`config.mk`:
```
export PLATFORM = sky130hd
export DESIGN_NAME = muldiv_unit
export DESIGN_NICKNAME = d
export VERILOG_FILES = /design/src/rtl/muldiv_pkg.sv /design/src/rtl/muldiv_iter_core.sv /design/src/rtl/muldiv_unit.sv
export SDC_FILE = /design/constraint.sdc
export NUM_CORES = 1
export LEC_CHECK = 0
export ABC_CLOCK_PERIOD_IN_PS = 4800
export CAP_MARGIN = 20
export CELL_PAD_IN_SITES_DETAIL_PLACEMENT = 1
export CELL_PAD_IN_SITES_GLOBAL_PLACEMENT = 2
export CORE_MARGIN = 2
export CORE_UTILIZATION = 31
export CTS_CLUSTER_SIZE = 10
export DETAILED_ROUTE_END_ITERATION = 10
export GPL_ROUTABILITY_DRIVEN = 0
export PLACE_DENSITY = 0.78
export SLEW_MARGIN = 30
export SYNTH_ARGS = -nofsm -noshare
export SYNTH_HDL_FRONTEND = slang
export SYNTH_HIERARCHICAL = 1
export SYNTH_SLANG_ARGS = --single-unit
```
`constraint.sdc`:
```
create_clock -name clock -period 4.8 [get_ports clock]
set_input_delay 0.96 -clock clock [delete_from_list [all_inputs] [get_ports clock]]
set_output_delay 0.96 -clock clock [all_outputs]
set_load 0.02 [all_outputs]
```
`src/rtl/muldiv_pkg.sv`:
```
// Shared definitions for the iterative multiply/divide unit: op codes,
// FSM state encoding and small op-decoding helpers.
package muldiv_pkg;

   localparam logic [1:0] OP_MULT  = 2'b00;
   localparam logic [1:0] OP_MULTU = 2'b01;
   localparam logic [1:0] OP_DIV   = 2'b10;
   localparam logic [1:0] OP_DIVU  = 2'b11;

   typedef enum logic [1:0] {
      ST_IDLE = 2'b00,
      ST_CALC = 2'b01,
      ST_FIX  = 2'b10
   } state_t;

   function automatic logic isDivOp(input logic [1:0] opCode);
      return opCode[1];
   endfunction

   function automatic logic isSignedOp(input logic [1:0] opCode);
      return ~opCode[0];
   endfunction

endpackage

```
`src/rtl/muldiv_iter_core.sv`:
```
// Unsigned iterative datapath: shift-add multiply or restoring divide,
// STEPS iterations per step pulse. After WIDTH iterations {accHi,accLo} holds
// the product, or accHi = remainder and accLo = quotient.
module muldiv_iter_core #(
   parameter int WIDTH = 32,
   parameter int STEPS = 1
) (
   input  logic             clock,
   input  logic             reset,
   input  logic             load,
   input  logic             step,
   input  logic             isDiv,
   input  logic [WIDTH-1:0] opA,
   input  logic [WIDTH-1:0] opB,
   output logic [WIDTH-1:0] accHi,
   output logic [WIDTH-1:0] accLo
);

   logic [WIDTH-1:0] accHi_r, accLo_r, opB_r;
   logic             isDiv_r;
   logic [WIDTH-1:0] hiNext_s, loNext_s;
   logic [WIDTH:0]   sum_s, rem_s, diff_s;

   // Unrolled iteration network for one clock worth of steps
   always_comb begin
      hiNext_s = accHi_r;
      loNext_s = accLo_r;
      sum_s    = {(WIDTH+1){1'b0}};
      rem_s    = {(WIDTH+1){1'b0}};
      diff_s   = {(WIDTH+1){1'b0}};
      for (int s = 0; s < STEPS; s++) begin
         if (isDiv_r) begin
            rem_s  = {hiNext_s, loNext_s[WIDTH-1]};
            diff_s = rem_s - {1'b0, opB_r};
            if (!diff_s[WIDTH]) begin
               hiNext_s = diff_s[WIDTH-1:0];
               loNext_s = {loNext_s[WIDTH-2:0], 1'b1};
            end else begin
               hiNext_s = rem_s[WIDTH-1:0];
               loNext_s = {loNext_s[WIDTH-2:0], 1'b0};
            end
         end else begin
            if (loNext_s[0]) begin
               sum_s = {1'b0, hiNext_s} + {1'b0, opB_r};
            end else begin
               sum_s = {1'b0, hiNext_s};
            end
            loNext_s = {sum_s[0], loNext_s[WIDTH-1:1]};
            hiNext_s = sum_s[WIDTH:1];
         end
      end
   end

   // Accumulator and operand registers
   always_ff @(posedge clock) begin
      if (reset) begin
         accHi_r <= {WIDTH{1'b0}};
         accLo_r <= {WIDTH{1'b0}};
         opB_r   <= {WIDTH{1'b0}};
         isDiv_r <= 1'b0;
      end else if (load) begin
         accHi_r <= {WIDTH{1'b0}};
         accLo_r <= opA;
         opB_r   <= opB;
         isDiv_r <= isDiv;
      end else if (step) begin
         accHi_r <= hiNext_s;
         accLo_r <= loNext_s;
      end
   end

   assign accHi = accHi_r;
   assign accLo = accLo_r;

endmodule

```
`src/rtl/muldiv_unit.sv`:
```
// Multicycle MULT/MULTU/DIV/DIVU unit owning the Hi/Lo registers, with a
// start/busy/done handshake, abort and a divide-by-zero pulse.
module muldiv_unit
   import muldiv_pkg::*;
#(
   parameter int WIDTH           = 32,
   parameter int STEPS_PER_CYCLE = 1
) (
   input  logic             clock,
   input  logic             reset,
   input  logic             start,
   input  logic [1:0]       op,
   input  logic [WIDTH-1:0] src_a,
   input  logic [WIDTH-1:0] src_b,
   input  logic             abort,
   output logic             busy,
   output logic             done,
   output logic             divby0,
   output logic [WIDTH-1:0] hi,
   output logic [WIDTH-1:0] lo
);

   localparam int N  = WIDTH / STEPS_PER_CYCLE;
   localparam int CW = $clog2(N) + 1;
   localparam logic [CW-1:0] CNT_LAST = CW'(N - 1);
   localparam logic [CW-1:0] CNT_ZERO = {CW{1'b0}};

   state_t             state_r, nextState_s;
   logic [CW-1:0]      cnt_r;
   logic [1:0]         op_r;
   logic               negRes_r, negRem_r, busy_r, done_r, divby0_r;
   logic [WIDTH-1:0]   hi_r, lo_r;
   logic               accept_s, zeroDiv_s, load_s, step_s, fixWrite_s, aNeg_s, bNeg_s;
   logic [WIDTH-1:0]   magA_s, magB_s, coreHi_s, coreLo_s, quo_s, rem_s;
   logic [2*WIDTH-1:0] prod_s;

   // Acceptance decode and operand magnitudes for signed ops
   always_comb begin
      accept_s  = start & ~abort & (state_r == ST_IDLE);
      zeroDiv_s = accept_s & isDivOp(op) & (src_b == {WIDTH{1'b0}});
      aNeg_s    = isSignedOp(op) & src_a[WIDTH-1];
      bNeg_s    = isSignedOp(op) & src_b[WIDTH-1];
      magA_s    = aNeg_s ? ({WIDTH{1'b0}} - src_a) : src_a;
      magB_s    = bNeg_s ? ({WIDTH{1'b0}} - src_b) : src_b;
   end

   // State register
   always_ff @(posedge clock) begin
      if (reset) begin
         state_r <= ST_IDLE;
      end else begin
         state_r <= nextState_s;
      end
   end

   // Next-state and datapath control
   always_comb begin
      nextState_s = state_r;
      load_s      = 1'b0;
      step_s      = 1'b0;
      fixWrite_s  = 1'b0;
      case (state_r)
         ST_IDLE: begin
            if (accept_s && !zeroDiv_s) begin
               nextState_s = ST_CALC;
               load_s      = 1'b1;
            end else begin
               nextState_s = ST_IDLE;
            end
         end
         ST_CALC: begin
            if (abort) begin
               nextState_s = ST_IDLE;
            end else begin
               step_s      = 1'b1;
               nextState_s = (cnt_r == CNT_ZERO) ? ST_FIX : ST_CALC;
            end
         end
         ST_FIX: begin
            nextState_s = ST_IDLE;
            fixWrite_s  = ~abort;
         end
         default: begin
            nextState_s = ST_IDLE;
         end
      endcase
   end

   muldiv_iter_core #(
      .WIDTH (WIDTH),
      .STEPS (STEPS_PER_CYCLE)
   ) u_core (
      .clock (clock),
      .reset (reset),
      .load  (load_s),
      .step  (step_s),
      .isDiv (isDivOp(op)),
      .opA   (magA_s),
      .opB   (magB_s),
      .accHi (coreHi_s),
      .accLo (coreLo_s)
   );

   // Sign correction; MIN / -1 falls out naturally as MIN with zero remainder
   always_comb begin
      prod_s = {coreHi_s, coreLo_s};
      if (negRes_r) begin
         prod_s = {(2*WIDTH){1'b0}} - prod_s;
         quo_s  = {WIDTH{1'b0}} - coreLo_s;
      end else begin
         quo_s  = coreLo_s;
      end
      if (negRem_r) begin
         rem_s = {WIDTH{1'b0}} - coreHi_s;
      end else begin
         rem_s = coreHi_s;
      end
   end

   // Counter, captured op/sign info, Hi/Lo and handshake flags
   always_ff @(posedge clock) begin
      if (reset) begin
         cnt_r    <= CNT_ZERO;
         op_r     <= OP_MULT;
         negRes_r <= 1'b0;
         negRem_r <= 1'b0;
         busy_r   <= 1'b0;
         done_r   <= 1'b0;
         divby0_r <= 1'b0;
         hi_r     <= {WIDTH{1'b0}};
         lo_r     <= {WIDTH{1'b0}};
      end else begin
         busy_r   <= (nextState_s != ST_IDLE);
         done_r   <= fixWrite_s | zeroDiv_s;
         divby0_r <= zeroDiv_s;
         if (load_s) begin
            cnt_r    <= CNT_LAST;
            op_r     <= op;
            negRes_r <= aNeg_s ^ bNeg_s;
            negRem_r <= aNeg_s;
         end else if (step_s && cnt_r != CNT_ZERO) begin
            cnt_r <= cnt_r - {{(CW-1){1'b0}}, 1'b1};
         end
         if (fixWrite_s) begin
            if (isDivOp(op_r)) begin
               hi_r <= rem_s;
               lo_r <= quo_s;
            end else begin
               hi_r <= prod_s[2*WIDTH-1:WIDTH];
               lo_r <= prod_s[WIDTH-1:0];
            end
         end
      end
   end

   assign busy   = busy_r;
   assign done   = done_r;
   assign divby0 = divby0_r;
   assign hi     = hi_r;
   assign lo     = lo_r;

endmodule

```
After elaboration in Yosys (flattened, before gate mapping). Index checks and enable logic that the tools add are counted.

Bits in registers: 176. Word-level logic and storage cells: 71.

$add $sub $neg: 8. Bitwise operators: 10. Reductions and logical operators: 11. Eq/ne operators: 2. Multiplexer cells: 25.

Operator list (number): 32-bit two-way mux (11); 1-bit by 32-bit subtractor with 32-bit output, first input constant (4); 64-bit two-way mux (1); 1-bit by 64-bit subtractor with 64-bit output, first input constant (1); 32-bit by 32-bit adder with 33-bit output (1); 33-bit two-way mux (1); 33-bit by 32-bit subtractor with 33-bit output (1); 32-bit logical NOT (1); 5-bit two-way mux (2); 1-bit two-way mux (7); 1-bit bitwise AND (6); 6-bit logical NOT (1); 2-bit nonzero test (3); 6-bit nonzero test (1); 6-bit by 1-bit subtractor with 6-bit output, second input constant (1); 2-bit two-way mux (2); 2-bit one-hot mux with 2 select lines (1); 2-bit by 1-bit equality test with 1-bit output, second input constant (1); 2-bit equality test, second input constant (1); 1-bit logical AND (2); 2-bit logical NOT (1); 1-bit inverter (2); 2-bit OR reduction (1); 1-bit logical NOT (1); 2 further kinds (2).

Depth between registers and ports, before layout.
Depth after elaboration: 10. Depth in mapped cells: 17.

Cells and area by module. Netlist, hierarchy kept.

Modules (own cells, without submodules): muldiv_iter_core (sequential area each 1941.9 um^2, times used 1, cells an instance 1106, area an instance 8430.6 um^2); muldiv_unit (sequential area each 1561.5 um^2, times used 1, cells an instance 851, area an instance 6331.1 um^2).

Worst setup path after synthesis. No wires, ideal clock.

Path type: input-to-reg. Start: input port src_b[1]. End: register u_core.accHi_r[19], in the netlist u_core/accHi[19]. Cell stages on the path: 15. Path slack: 137 ps. Data arrival time: 4593 ps. Path buffers: 3. Cell sequence: inv_1 > ha_1 > or4b_2 > nor4_4 > nand3_1 > o41ai_1 > buf_2 > inv_2 > clkbuf_1 > or2_2 > clkbuf_1 > nor2_1 > o21ai_0 > a311o_1 > a21oi_1.

Longest elaborated chain between the ends: 7.

Ends and longest elaborated chain: start: declaration (line muldiv_unit.sv:14) `input logic [WIDTH-1:0] src_b,`; 32-bit logical NOT (line muldiv_unit.sv:40) `zeroDiv_s = accept_s & isDivOp(op) & (src_b == {WIDTH{1'b0}});`; 1-bit bitwise AND (line muldiv_unit.sv:40); 1-bit logical NOT (line muldiv_unit.sv:64) `if (accept_s && !zeroDiv_s) begin`; 1-bit logical AND (line muldiv_unit.sv:64); 1-bit two-way mux (line muldiv_unit.sv:64); 1-bit two-way mux (line muldiv_unit.sv:62) `case (state_r)`; named net load_s (line muldiv_unit.sv:33) `logic accept_s, zeroDiv_s, load_s, step_s, fixWrite_s, aNeg_s, bNeg_s;`; 2-bit OR reduction (no source line); end signal: assignment (line muldiv_iter_core.sv:57) `accHi_r <= {WIDTH{1'b0}};`; end signal: assignment (line muldiv_iter_core.sv:62) `accHi_r <= {WIDTH{1'b0}};`; end signal: assignment (line muldiv_iter_core.sv:67) `accHi_r <= hiNext_s;`; end: declaration (line muldiv_iter_core.sv:19) `logic [WIDTH-1:0] accHi_r, accLo_r, opB_r;`.

The timed path passes the listed nets, and every way through them passes these cells. A chain may end at the register's enable or synchronous reset.

Worst setup path after layout.
Start: input port src_b[0]. End: register u_core.accHi_r[19], in the netlist u_core/accHi[19].

The elaborated chain is that of the path after synthesis.

==> metrics.md <==
| Metric | Value |
|---|---|
| Tcrit/Tclk final | `a little over 90%` |
| Largest net degree at the start of global routing | `between 70 and 80` |
| Routed via count | `approximately 15000` |
| Top FF cell, synth | `dfxtp_1` |
| CP startpoint kind | `primary input` |
| First-pass GRT wire length | `88370 µm` |
| Layout fillers | `5718` |
| Vias in the first global route | `15090` |
| Final TNS setup | `0 ns` |
| Post-Syn Instances | `between 1500 and 2000` |
| Area Overhead vs Synth | `18.12%` |
| Initial Util | `approximately a third` |
| Status | `completed` |
| Ports | `137` |
| Vias per cell | `5.722` |
| Crit Path Max Fanout | `6` |
| Gr usage total | `22.47%` |
| Routed length per instance | `between 20 and 25 µm` |
| Core Footprint | `about 47000 µm²` |
| Clock-pin slew on the worst setup and hold paths | `0.08 ns` |
| Maximum clock rate | `approximately 0.23 GHz` |
| Nets@finish | `approximately 2200` |
| Inserted Clock Buffers | `17` |
| Syn_nets | `2098` |
| Final Instance Area | `around 17000 µm²` |
| Peak VDD IR | `between 0.2 and 0.3 mV` |
| Multi-input logic area | `10570 µm²` |
| Worst skew pair latency | `0.47 ns` |
| Hold Crit Class | `reg2reg` |
| Final instance count without filler cells | `2668` |
| Reg2reg setup slack | `approximately 0.46 ns` |
| Syn_area_per_cell | `roughly 7.5 µm²` |
| PostCTS Resize Cnt | `0` |
| Synth Register Bits | `around 180` |
| Hold Fails Final Rpt | `0` |
| YS warnings | `6` |
| # DRC | `0` |
| Inserted Diodes | `0` |
| Grt total ovfl | `0` |
| Placed insts | `approximately 2600` |
| Post-route antenna net violation count | `0` |
| Slew @ Worst Pin | `roughly 1.0 ns` |
| Skew final | `approximately 0.012 ns` |
| Max cap viols | `0` |
| Synth Cell Area | `roughly 15000 µm²` |
| Cts hold-fix bufs | `0` |
| Starting DRT DRC Count | `~1000` |
| Fin Hold WS | `roughly 0.46 ns` |
| Place WS | `-0.01027 ns` |
| P per Cell Area | `about 250 nW/µm²` |
| Clk sinks | `roughly 180` |
| CTS tree | `yes` |
| Share of cells above drive strength 1 | `5.871%` |
| Slew HR | `a little under a third` |
| Leakage | `6.634 nW` |
| Dpl cell area | `16840 µm²` |
| WP data arrival | `roughly 4.8 ns` |
| Initial antenna violation count | `0` |
| Port Buf Inserts | `roughly 140` |
| Worst setup EP type | `flop` |
| Final setup margin | `approximately 0.45 ns` |
| Final Max Slew Viols | `0` |
| Rows | `79` |
| TritonRoute pass-1 iters | `5` |
| Die Span Y | `around 220 µm` |
| Final setup vio count | `0` |
| Post-synthesis sequential area ratio | `23.73%` |
| Async set-reset flop share out of synthesis | `0%` |
| EDFF count, synth | `0` |
| Die area | `~50000 µm²` |
| Final Critical Period | `4.353 ns` |
| Setup Buffers After CTS | `0` |
| Yosys cell types | `87` |
| Wirelength, routed | `about 56000 µm` |
| H-tree depth | `4` |
| Die Span X | `approximately 220 µm` |
| Storage element area | `around 3500 µm²` |
| Critical Path RT | `5.20 ns` |
| Post-DP HPWL | `43980 µm` |
| CTS Buffer Depth | `2` |
| Crit path kind | `in2reg` |
| RSZ-0062 raised after global routing | `no` |
| Root buffer cell | `clkbuf_16` |
cell families (layout without fill, tap and decap cells):
family / Yosys count / count (layout) / share of synthesized area [%]
and+or+nand+nor: 696 / 696 / 23.28
AOI/OAI and AO/OA: 578 / 578 / 26.15
buffers and inverters: 185 / 289 / 4.840
DFF: 175 / 175 / 23.73
xor gates and xnor gates: 151 / 151 / 8.959
muxes: 101 / 101 / 6.925
adders and majority gates: 71 / 71 / 6.120
cell type report:
| cell class | instances | area share [%] |
|---|---|---|
| Multi-Input combinational cell | 1597 | 60.63 |
| Sequential cell | 175 | 20.10 |
| Timing Repair Buffer | 185 | 9.974 |
| Tap cell | 607 | 4.356 |
| Clock buffer | 17 | 2.440 |
| Inverter | 72 | 1.557 |
| Clock inverter | 15 | 0.9472 |
synthesized netlist by cell type, types with 12 or more instances:
cell type  instances  area share [%]
o31ai_1           34             1.7
and3_1            18            0.76
nor4_1            34             1.4
a21o_1            30             1.5
or3_1             26             1.1
nand4_1           15            0.64
nor3_1            48             1.6
nor2_1           252             6.4
nor2b_1           26             1.1
a211oi_1          88             4.5
nand2_1          126             3.2
o21ai_0           78             2.6
xor2_1            78             4.6
and2_1            14            0.59
a21oi_1          163             5.5
o21ai_1           17            0.58
a31oi_1           20            0.85
buf_1             19            0.48
o211ai_1          13            0.66
clkbuf_1          85             2.2
mux2i_1           92             6.2
dfxtp_1          175              24
o41ai_1           12            0.71
or2_2             12            0.51
o21a_1            15            0.76
or4_1             19            0.97
ha_1              69             5.8
nand3_1           44             1.5
nand2b_1          14            0.59
inv_1             70             1.8
xnor2_1           73             4.3
per-stage QoR:
step                util, %  power, mW
floorplan                 -      2.449
global placement      36.02      2.835
detailed placement    36.02      2.859
CTS                   37.28      4.316
global route          37.29      4.508
finish                37.29      4.281
sequential cells by signal (all words and copies together) (netlist names):
signal          flops
hi                 32
lo                 32
u_core/accHi       32
u_core/accLo       32
u_core/opB_r       32
cnt_r               6
state_r             2
busy                1
divby0              1
done                1
negRem_r            1
negRes_r            1
op_r                1
u_core/isDiv_r      1
layout by cell type (no fill, tap or decap), drive strengths merged, types with 14 or more instances in the layout:
master         instances
a21o                  30
nor3                  48
a21oi                163
dfxtp                175
nor2                 252
xor2                  78
or4                   23
o31ai                 34
clkdlybuf4s50        135
clkbuf                17
nand4                 15
nand2                126
ha                    69
mux2i                 92
and2                  16
a211oi                89
o21ai                 96
buf                   50
nand2b                14
xnor2                 73
and3                  19
nor4                  35
o21a                  15
nand3                 44
a31oi                 20
or3                   26
nor2b                 26
inv                   78
critical path, stage by stage:
cell and delay, ns:
clkdlybuf4s50_1 0.43, inv_1 0.07, ha_1 0.19, or4b_2 0.72, nor4_4 0.36, nand3_1 0.20
o41ai_2 0.54, clkinv_2 0.16, or2_2 0.40, nor2_1 0.14, o21ai_0 0.12, a311o_1 0.33
a21oi_1 0.13
metal layers:
layer	vias up	share of wire (%)	GRT usage (%)
li1	7400	-	-
met1	7487	47	30.45
met2	331	47	38.27
met3	48	4.0	2.526
met4	0	1.4	4.861
met5	-	0	0
where the power goes:
group / switching, mW / leakage [nW] / total [mW] / internal [mW]
combinational: 0.747 / 4.92 / 1.25 / 0.499
clock: 0.740 / 0.292 / 1.44 / 0.701
sequential: 0.0928 / 1.42 / 1.59 / 1.50
worst paths after layout:
path | from | endpoint | depth (start not counted)
max reg2reg | u_core/opB_r[0]$_SDFFE_PP0P_ | u_core/accHi[27]$_SDFFE_PP0P_ | 11
min reg2reg | hi[3]$_SDFFE_PP0P_ | hi[3]$_SDFFE_PP0P_ | 2
max | src_b[0] | u_core/accHi[19]$_SDFFE_PP0P_ | 13
min | hi[3]$_SDFFE_PP0P_ | hi[3]$_SDFFE_PP0P_ | 2
(Power assumes the default switching activity.)
